--- src/rtl/hazard_scoreboard_pkg.sv ---
// Shared types and constants for the hazard scoreboard: per-stage in-flight record
// and forwarding select encodings.
package hazard_pkg;

   localparam int MAX_FWD_STAGES = 4;

   localparam logic [2:0] FWD_RF  = 3'd0;
   localparam logic [2:0] FWD_EXE = 3'd1;
   localparam logic [2:0] FWD_MEM = 3'd2;

   typedef struct packed {
      logic       valid;
      logic [4:0] rd;
      logic       wreg;
      logic       load;
   } hz_rec_t;

   localparam hz_rec_t HZ_REC_EMPTY = '0;

endpackage

--- src/rtl/hazard_scoreboard_if.sv ---
// Decode-side bundle for the hazard scoreboard: ID operand/destination fields in,
// forwarding selects and pipeline stall/bubble/hold controls out.
interface hazard_scoreboard_if;

   logic       id_valid;
   logic [4:0] id_rs1;
   logic [4:0] id_rs2;
   logic       id_use_rs1;
   logic       id_use_rs2;
   logic [4:0] id_rd;
   logic       id_wreg;
   logic       id_m2reg;
   logic       id_is_div;
   logic       ex_redirect;

   logic [2:0] qa_sel;
   logic [2:0] qb_sel;
   logic       pc_stall;
   logic       ifid_stall;
   logic       inst_nop;
   logic       ex_hold;

   modport master (
      output id_valid, id_rs1, id_rs2, id_use_rs1, id_use_rs2,
             id_rd, id_wreg, id_m2reg, id_is_div, ex_redirect,
      input  qa_sel, qb_sel, pc_stall, ifid_stall, inst_nop, ex_hold
   );

   modport slave (
      input  id_valid, id_rs1, id_rs2, id_use_rs1, id_use_rs2,
             id_rd, id_wreg, id_m2reg, id_is_div, ex_redirect,
      output qa_sel, qb_sel, pc_stall, ifid_stall, inst_nop, ex_hold
   );

endinterface

--- src/rtl/hazard_scoreboard_match.sv ---
// Priority match of one source register against the in-flight records; the youngest
// matching stage decides both the forward select and whether the data is ready yet.
module hazard_match
   import hazard_pkg::*;
#(
   parameter int FWD_STAGES = 2,
   parameter int LOAD_STAGE = 2
) (
   input  logic [4:0] src_i,
   input  logic       use_i,
   input  hz_rec_t    recs_i [FWD_STAGES],
   output logic [2:0] sel_o,
   output logic       notReady_o
);

   logic found;

   // Older matches are shadowed once a younger one is found; a load still short of
   // LOAD_STAGE blocks forwarding rather than letting an older stage supply stale data.
   always_comb begin
      sel_o      = FWD_RF;
      notReady_o = 1'b0;
      found      = 1'b0;
      for (int k = 0; k < FWD_STAGES; k++) begin
         if (!found && use_i && (src_i != 5'd0) && recs_i[k].valid &&
             recs_i[k].wreg && (recs_i[k].rd == src_i)) begin
            found = 1'b1;
            if (recs_i[k].load && ((k + 1) < LOAD_STAGE)) begin
               notReady_o = 1'b1;
            end else begin
               sel_o = 3'(k + 1);
            end
         end
      end
   end

endmodule

--- src/rtl/hazard_scoreboard.sv ---
// Clocked hazard/forwarding scoreboard beside decode. Define HAZARD_DIV_EN to add the
// multi-cycle divider hold on EXE; without it ex_hold is tied low and id_is_div ignored.
module hazard_scoreboard
   import hazard_pkg::*;
#(
   parameter int FWD_STAGES = 2,
   parameter int LOAD_STAGE = 2,
   parameter int DIV_LAT    = 4
) (
   input  logic                clk,
   input  logic                rst,
   hazard_scoreboard_if.slave  hif
);

   hz_rec_t rec_q [FWD_STAGES];
   hz_rec_t rec_d [FWD_STAGES];

   logic notReadyA;
   logic notReadyB;
   logic holdActive;
   logic redirectEff;
   logic dataStall;
   logic issue;

   hazard_match #(.FWD_STAGES(FWD_STAGES), .LOAD_STAGE(LOAD_STAGE)) matchA (
      .src_i      (hif.id_rs1),
      .use_i      (hif.id_use_rs1),
      .recs_i     (rec_q),
      .sel_o      (hif.qa_sel),
      .notReady_o (notReadyA)
   );

   hazard_match #(.FWD_STAGES(FWD_STAGES), .LOAD_STAGE(LOAD_STAGE)) matchB (
      .src_i      (hif.id_rs2),
      .use_i      (hif.id_use_rs2),
      .recs_i     (rec_q),
      .sel_o      (hif.qb_sel),
      .notReady_o (notReadyB)
   );

   // A divider occupying EXE cannot branch, so its hold masks any redirect.
   assign redirectEff = hif.ex_redirect & ~holdActive;
   assign dataStall   = hif.id_valid & (notReadyA | notReadyB);
   assign issue       = hif.id_valid & ~dataStall & ~redirectEff;

   always_comb begin
      hif.pc_stall   = 1'b0;
      hif.ifid_stall = 1'b0;
      hif.inst_nop   = 1'b0;
      hif.ex_hold    = holdActive;
      if (holdActive) begin
         hif.pc_stall   = 1'b1;
         hif.ifid_stall = 1'b1;
      end else if (redirectEff) begin
         hif.inst_nop = 1'b1;
      end else if (dataStall) begin
         hif.pc_stall   = 1'b1;
         hif.ifid_stall = 1'b1;
         hif.inst_nop   = 1'b1;
      end
   end

   // Records advance one stage per cycle; stalled or wrong-path instructions enter as bubbles.
   always_comb begin
      rec_d = rec_q;
      if (!holdActive) begin
         for (int k = FWD_STAGES - 1; k > 0; k--) begin
            rec_d[k] = rec_q[k-1];
         end
         rec_d[0] = HZ_REC_EMPTY;
         if (issue) begin
            rec_d[0].valid = 1'b1;
            rec_d[0].rd    = hif.id_rd;
            rec_d[0].wreg  = hif.id_wreg;
            rec_d[0].load  = hif.id_m2reg;
         end
      end
   end

   always_ff @(posedge clk) begin
      if (rst) begin
         rec_q <= '{default: HZ_REC_EMPTY};
      end else begin
         rec_q <= rec_d;
      end
   end

`ifdef HAZARD_DIV_EN
   localparam int DivW = $clog2(DIV_LAT) + 1;

   logic [DivW-1:0] divCnt_q;
   logic [DivW-1:0] divCnt_d;

   assign holdActive = (divCnt_q != '0);

   // The entry cycle counts toward occupancy, so the counter starts one short of DIV_LAT.
   always_comb begin
      divCnt_d = '0;
      if (holdActive) begin
         divCnt_d = divCnt_q - 1'b1;
      end else if (issue && hif.id_is_div) begin
         divCnt_d = DivW'(DIV_LAT - 1);
      end
   end

   always_ff @(posedge clk) begin
      if (rst) begin
         divCnt_q <= '0;
      end else begin
         divCnt_q <= divCnt_d;
      end
   end
`else
   logic unusedDiv;

   assign holdActive = 1'b0;
   assign unusedDiv  = hif.id_is_div ^ DIV_LAT[0];
`endif

endmodule

--- src/flat_wrapper.sv ---
// flat-port wrapper written by rule: the top's interface ports become plain ports
module hazard_scoreboard_flat import hazard_pkg::*;
#(
   parameter int FWD_STAGES = 2,
   parameter int LOAD_STAGE = 2,
   parameter int DIV_LAT    = 4
)
  (clk, rst, hif_id_valid, hif_id_rs1, hif_id_rs2, hif_id_use_rs1, hif_id_use_rs2, hif_id_rd, hif_id_wreg, hif_id_m2reg, hif_id_is_div, hif_ex_redirect, hif_qa_sel, hif_qb_sel, hif_pc_stall, hif_ifid_stall, hif_inst_nop, hif_ex_hold);
  hazard_scoreboard_if hif_i ();
  input  logic clk;
  input  logic rst;
  input wire logic [$bits(hif_i.id_valid)-1:0] hif_id_valid;
  input wire logic [$bits(hif_i.id_rs1)-1:0] hif_id_rs1;
  input wire logic [$bits(hif_i.id_rs2)-1:0] hif_id_rs2;
  input wire logic [$bits(hif_i.id_use_rs1)-1:0] hif_id_use_rs1;
  input wire logic [$bits(hif_i.id_use_rs2)-1:0] hif_id_use_rs2;
  input wire logic [$bits(hif_i.id_rd)-1:0] hif_id_rd;
  input wire logic [$bits(hif_i.id_wreg)-1:0] hif_id_wreg;
  input wire logic [$bits(hif_i.id_m2reg)-1:0] hif_id_m2reg;
  input wire logic [$bits(hif_i.id_is_div)-1:0] hif_id_is_div;
  input wire logic [$bits(hif_i.ex_redirect)-1:0] hif_ex_redirect;
  output wire logic [$bits(hif_i.qa_sel)-1:0] hif_qa_sel;
  output wire logic [$bits(hif_i.qb_sel)-1:0] hif_qb_sel;
  output wire logic [$bits(hif_i.pc_stall)-1:0] hif_pc_stall;
  output wire logic [$bits(hif_i.ifid_stall)-1:0] hif_ifid_stall;
  output wire logic [$bits(hif_i.inst_nop)-1:0] hif_inst_nop;
  output wire logic [$bits(hif_i.ex_hold)-1:0] hif_ex_hold;
  assign hif_i.id_valid = hif_id_valid;
  assign hif_i.id_rs1 = hif_id_rs1;
  assign hif_i.id_rs2 = hif_id_rs2;
  assign hif_i.id_use_rs1 = hif_id_use_rs1;
  assign hif_i.id_use_rs2 = hif_id_use_rs2;
  assign hif_i.id_rd = hif_id_rd;
  assign hif_i.id_wreg = hif_id_wreg;
  assign hif_i.id_m2reg = hif_id_m2reg;
  assign hif_i.id_is_div = hif_id_is_div;
  assign hif_i.ex_redirect = hif_ex_redirect;
  assign hif_qa_sel = hif_i.qa_sel;
  assign hif_qb_sel = hif_i.qb_sel;
  assign hif_pc_stall = hif_i.pc_stall;
  assign hif_ifid_stall = hif_i.ifid_stall;
  assign hif_inst_nop = hif_i.inst_nop;
  assign hif_ex_hold = hif_i.ex_hold;
  hazard_scoreboard #(.FWD_STAGES(FWD_STAGES), .LOAD_STAGE(LOAD_STAGE), .DIV_LAT(DIV_LAT)) u_core (.clk(clk), .rst(rst), .hif(hif_i));
endmodule
--- config.mk ---
export PLATFORM = sky130hd
export DESIGN_NAME = hazard_scoreboard_flat
export DESIGN_NICKNAME = d
export VERILOG_FILES = /design/src/rtl/hazard_scoreboard_pkg.sv /design/src/rtl/hazard_scoreboard_if.sv /design/src/rtl/hazard_scoreboard_match.sv /design/src/rtl/hazard_scoreboard.sv /design/src/flat_wrapper.sv
export SDC_FILE = /design/constraint.sdc
export NUM_CORES = 1
export LEC_CHECK = 0
export CAP_MARGIN = 10
export CORE_MARGIN = 2
export CORE_UTILIZATION = 44
export CTS_CLUSTER_SIZE = 24
export DETAILED_ROUTE_END_ITERATION = 7
export HOLD_SLACK_MARGIN = 0.08
export MAX_ROUTING_LAYER = met4
export PLACE_DENSITY = 0.82
export SYNTH_ARGS = -nofsm -noshare
export SYNTH_HDL_FRONTEND = slang
export SYNTH_SLANG_ARGS = --single-unit
--- constraint.sdc ---
create_clock -name clk -period 4.9 [get_ports clk]
set_input_delay 0.49 -clock clk [delete_from_list [all_inputs] [get_ports clk]]
set_output_delay 0.49 -clock clk [all_outputs]
set_load 0.01 [all_outputs]
==> results of run 1 <==
-- flip-flops by register name, indices dropped and copies added (netlist names) --
register and count:
u_core.rec_d 8, u_core.rec_q 7
-- synth_stat cells, drive strengths merged --
| master | number | area [µm²] |
|---|---|---|
| dfxtp | 15 | 300 |
| xnor2 | 12 | 105 |
| nor2b | 8 | 50.1 |
| xor2 | 8 | 70.1 |
| and4bb | 4 | 50.1 |
| buf | 4 | 30.0 |
| nand4 | 4 | 25.0 |
| nor3 | 4 | 25.0 |
| nor4 | 4 | 25.0 |
| nor4bb | 3 | 30.0 |
| nand3 | 2 | 10.0 |
| o21ai | 2 | 25.0 |
| or4 | 2 | 18.8 |
| a21o | 1 | 8.76 |
| and2 | 1 | 7.51 |
| clkbuf | 1 | 3.75 |
| conb | 1 | 3.75 |
| nor3b | 1 | 7.51 |
| o21a | 1 | 15.0 |
-- per-layer routing --
metal  vias up  part of all wire, %  routed length (µm)  global-route usage, %
met2        27                   51                 840                   31.2
met3         0                  6.9                 115                   3.46
met1       281                   42                 702                   20.9
li1        333                    -                   -                      -
met4         0                    0                   0                   3.33
met5         -                    0                   0                      -
-- where the power goes --
part	switching, mW	total [mW]	leakage [nW]	internal, mW
clock	0.0337	0.0652	0.0150	0.0315
sequential	0.00247	0.127	0.122	0.125
combinational	0.0162	0.0435	0.256	0.0272
-- worst max-delay path by stage --
stage	start	to	depth (start not counted)
finish	hif_id_rs1[1]	hif_inst_nop	7
global route	hif_id_rs1[1]	hif_inst_nop	7
CTS	hif_id_rs1[1]	hif_inst_nop	7
floorplan	hif_id_rs1[1]	hif_pc_stall	6
global placement	hif_id_rs2[0]	hif_inst_nop	7
detailed placement	hif_id_rs1[1]	hif_inst_nop	7
-- worst max-delay path: cells and delay by family --
| family | cells | cell delay [ps] |
|---|---|---|
| buffers and inverters | 2 | 950 |
| AND/OR/NAND/NOR | 2 | 700 |
| AO/OA/AOI/OAI | 3 | 660 |
-- cell usage in the layout, fill, tap and decap left out, drive strengths merged --
cell	Yosys	routed
nor3b	1	1
or4	2	2
o21ai	2	2
clkbuf	1	4
and4bb	4	4
o21a	1	1
nand4	4	4
xnor2	12	12
nor3	4	4
nor4	4	4
nor4bb	3	3
conb	1	3
nand3	2	2
dfxtp	15	15
a21o	1	1
and2	1	1
nor2b	8	8
xor2	8	8
clkdlybuf4s50	0	29
-- kinds of logic after synthesis --
logic type      Yosys count
compound gates            4
xor+xnor                 20
buf+inv                   5
flops                    15
other cells               1
simple gates             33
-- area by class of cell --
| cell class | count | share of cell area [%] |
|---|---|---|
| repair buffers | 29 | 25.6 |
| flip-flops and latches | 15 | 26.5 |
| clock buffers | 4 | 2.32 |
| multi-input cells | 60 | 42.8 |
| well taps | 25 | 2.76 |
-- per-stage QoR --
step	cells	setup WS (ps)	instance area, µm²
6_report	133	1620	1130
5_1_grt	133	1560	1130
4_1_cts	133	1610	1130
3_5_place_dp	129	1610	1110
3_3_place_gp	129	1700	1110
2_1_floorplan	80	2590	818
==> flow_metrics.tcl, run 1 <==
set metrics [dict create \
    setup_viol_count_final 0 \
    whs_path_depth 1 \
    syn-cell-area_um2 811 \
    min_to "u_core.rec_q[7]" \
    avgViaCountPerCell 4.82 \
    crit_type "input pin to primary output" \
    cp_cell_sequence "clkdlybuf4s50_1 > or4_1 > o21ai_2 > nor3_1 > o21a_4 > a21o_2 > clkdlybuf4s50_1" \
    ir_drop_uv 153 \
    hold_ws_ps 482 \
    rsz0062_at_grt "no" \
    grt_max_degree 16 \
    ff_latch_area_um2 300 \
    worstRegToRegCells 5 \
    required_ps 4410 \
    syn_avg_cell_area_um2 10.4 \
    htreeDepth 1 \
    synth-compound-area-share_pct 6.02 \
    power_density_nw_per_um2 208 \
    synth_top_family_by_area "simple AND/OR/NAND/NOR gates" \
    r2r_end "u_core.rec_d[4]" \
    start_util_pct 47.0 \
    cts_setup_buffers 0 \
    hold_path_class "flip-flop to flip-flop" \
    clockBufferDepth 2 \
    cts_tree "done" \
    rows 15 \
    drc 0 \
    maxSlewViolCount 0 \
    n_fill_cell 149 \
    yosys_warnings 0 \
    start_kind "input pin" \
    die_height_um 46.9 \
    area_growth_pct 39.7 \
    end_kind "primary output" \
    total_power_mw 0.236 \
    critPathMaxFanout 10 \
    ys_seq_elements 15 \
    fin_tns_setup_ps 0 \
    min_from "u_core.rec_d[7]" \
    cap_violations 0 \
    globalplace.congestion 0.813 \
    netlist_instances 78 \
    max_freq_mhz 304 \
    vias 641 \
    ys_types 22 \
    drt_first_pass_iters 2 \
    antenna_found_initial 0 \
    root_buffer "clkbuf_4" \
    finalCritPeriodShare_pct 67.0 \
    clkSlewWorstSetupHoldPaths_ps 80 \
    worstSkewPairLatency_ps 270 \
    postLayoutCoreUtil_pct 65.6 \
    cts_buffers 3 \
    skew_ps 5.45 \
    status "finished, final reports clean" \
    synth_seq_area_share_pct 37.0 \
    hold_violations 0 \
    design.core.area_um2 1730 \
    grt_pass1_vias 641 \
    synth_simple_gate_area_share_pct 30.7 \
    fin_nets 133 \
    cts_sinks 15 \
    arrival_ps 2790 \
    hpwl_mm 1.40 \
    diodes 0 \
    grt_remaining_overflow 0 \
    ff2ff_setup_slack_ps 3360 \
    io_pins 34 \
    muxShareOfSynthArea_pct 0 \
    ant_nets 0 \
    die_w_um 46.9 \
    synth_xor_area_share_pct 21.6 \
    finalWirelength_mm 1.66 \
    cp_common_cell "clkdlybuf4s50_1" \
    cts_hold_buf 0 \
    synth_fa_ha_area_share_pct 0 \
    cts_resized 0 \
    grt_pass1_wl_mm 2.69 \
    track_usage_pct 17.7 \
    slowest_delay_ps 590 \
    min_period_ps 3280 \
    wire_per_inst_um 12.5 \
    rr_startpoint "u_core.rec_d[4]" \
    drive_above_1_share_pct 13.0 \
    cp_slowest_cell "or4_1" \
    multiInputGateArea_um2 484 \
    port_buffers 29 \
    die_area_um2 2200 \
    p_leak_nw 0.393 \
    drt_iter0_markers 2 \
]
No activity file was read; power rests on OpenSTA's default activity.
==> inputs of run 2 (changes only) <==
- CORE_ASPECT_RATIO: not set -> 1.5
- CORE_UTILIZATION: 44 -> 37
- PLACE_DENSITY: 0.82 -> 0.74
- clock period: 4.9 -> 2.8 ns (I/O delays scaled with it)
==> run 2 against run 1 <==
- combinational power up 90%
- register-to-register slack worse by 2200 ps
- non-clock buffer count up 7
- sequential power up 76%
- die area up 18%
- critical path type unchanged
- global-route usage down 2.0 points
- design area up 4.3%
- core utilization down 8.0 points
- final cell count up 3.0%
- first-iteration DRC count up 50%
- routed wire length up 3.2%
==> flow_metrics.tcl, run 2 (synthesized netlist as in run 1, its figures left out) <==
set metrics [dict create \
    cts_sinks 15 \
    status "finished, final reports clean" \
    avgViaCountPerCell 5.07 \
    final_common_cell "clkdlybuf4s50_1" \
    p_leak_nw 0.427 \
    final_cells 137 \
    p_seq_share_pct 53.1 \
    skew_ps 2.43 \
    cp_slowest_cell "or4_1" \
    use_met3_pct 3.52 \
    top_usage_layer "met2" \
    grt_max_degree 16 \
    critPathMaxFanout 3 \
    grt_remaining_overflow 0 \
    min_period_ps 2720 \
    hold_path_class "flip-flop to flip-flop" \
    cap_violations 0 \
    crit_end "hif_inst_nop" \
    hold_violations 0 \
    placed_cell_area_um2 1150 \
    hpwl_mm 1.47 \
    rsz0062_at_grt "no" \
    design.core.area_um2 2050 \
    fin_tns_setup_ps 0 \
    power_switching_mw 0.0937 \
    grt_pass1_vias 697 \
    r2r_end "u_core.rec_d[4]" \
    cts_tree "done" \
    clkSlewWorstSetupHoldPaths_ps 80 \
    required_ps 2520 \
    rr_startpoint "u_core.rec_d[5]" \
    port_buffers 29 \
    die_w_um 42.2 \
    n_fill_cell 190 \
    cts_resized 0 \
    vias 695 \
    globalplace.congestion 0.748 \
    path_depth 7 \
    drc 0 \
    arrival_ps 2440 \
    cts_buffers 3 \
    mostFrequentLayoutCells "clkdlybuf4s50_1 (29), dfxtp_1 (15), xnor2_1 (12), xor2_1 (8), nor2b_1 (8)" \
    end_kind "primary output" \
    cp_cell_sequence "clkdlybuf4s50_1 > or4_1 > o21ai_2 > nor3_1 > o21a_4 > a21o_2 > clkdlybuf4s50_1" \
    diodes 0 \
    ir_drop_uv 250 \
    io_pins 34 \
    setup_viol_count_final 0 \
    place_inst 133 \
    antenna_found_initial 0 \
    use_met2_pct 29.7 \
    setup.worst_path.start "hif_id_rs1[1]" \
    largest_reg_flops 8 \
    area_growth_pct 45.7 \
    drt_first_pass_iters 2 \
    start_util_pct 39.5 \
    finalCritPeriodShare_pct 97.2 \
    cts_hold_buf 0 \
    path_buf_inv 2 \
    max_freq_mhz 367 \
    drive_above_1_share_pct 18.3 \
    ff2ff_setup_slack_ps 1150 \
    rows 20 \
    wire_per_inst_um 12.5 \
    die_area_um2 2590 \
    p_clk_share_pct 27.2 \
    grt_use_met1_pct 14.5 \
    worstSkewPairLatency_ps 270 \
    htreeDepth 1 \
    p_sw_share_pct 22.3 \
    postLayoutCoreUtil_pct 57.6 \
    maxSlewViolCount 0 \
    comb_power_share_pct 19.7 \
    final_cell_area_um2 1180 \
    slowest_delay_ps 570 \
    fin_nets 140 \
    power_density_nw_per_um2 356 \
    worstRegToRegCells 6 \
    cp_common_cell "clkdlybuf4s50_1" \
    finalWirelength_mm 1.71 \
    start_kind "input pin" \
    track_usage_pct 15.7 \
    root_buffer "clkbuf_4" \
    grt_pass1_wl_mm 2.95 \
    crit_type "input pin to primary output" \
    cts_setup_buffers 0 \
    critPathTopFamily "buffers and inverters" \
    drt_iter0_markers 3 \
    ant_nets 0 \
    clockBufferDepth 2 \
    internal_power_mw 0.326 \
    die_height_um 61.3 \
]
## run 2: cell count changes in the layout (fill, tap and decap cells not counted), sizes merged
cell and delta:
buf +7
## run 2: layout make-up
type	count	area [µm²]	area share, %
sequential	15	300	25.4
timing repair buffer	36	343	29.0
tap	22	27.5	2.33
clock buffer	4	26.3	2.22
multi-input combinational	60	484	41.0
## run 2: worst min path at each step
| stage | to | slack [ps] | startpoint | depth (start not counted) |
|---|---|---|---|---|
| floorplan | u_core.rec_d[0] | 360 | rst | 1 |
| global placement | u_core.rec_q[7] | 480 | u_core.rec_d[7] | 1 |
| detailed placement | u_core.rec_q[7] | 480 | u_core.rec_d[7] | 1 |
| CTS | u_core.rec_q[7] | 490 | u_core.rec_d[7] | 1 |
| global route | u_core.rec_q[7] | 510 | u_core.rec_d[7] | 1 |
| finish | u_core.rec_q[7] | 490 | u_core.rec_d[7] | 1 |
## run 2: per-stage QoR
stage               total power, mW  hold WS [ps]  setup WS, ps
floorplan                     0.262           356           915
finish                        0.420           489          78.5
CTS                           0.428           490          70.9
global placement              0.309           476           111
detailed placement            0.311           479          70.9
global route                  0.446           512          6.46
## run 2: power by group through the flow
stage / clock network [mW] / registers (mW) / logic (mW)
2_1_floorplan: 0 / 0.227 / 0.0353
3_3_place_gp: 0 / 0.228 / 0.0814
3_5_place_dp: 0 / 0.228 / 0.0831
4_1_cts: 0.121 / 0.223 / 0.0837
5_1_grt: 0.133 / 0.224 / 0.0896
6_report: 0.114 / 0.223 / 0.0828
## run 2: routing by layer
metal,vias to the layer above,wire [µm]
met4,0,21
met5,-,0
met3,4,95
met1,319,635
li1,345,-
met2,27,958
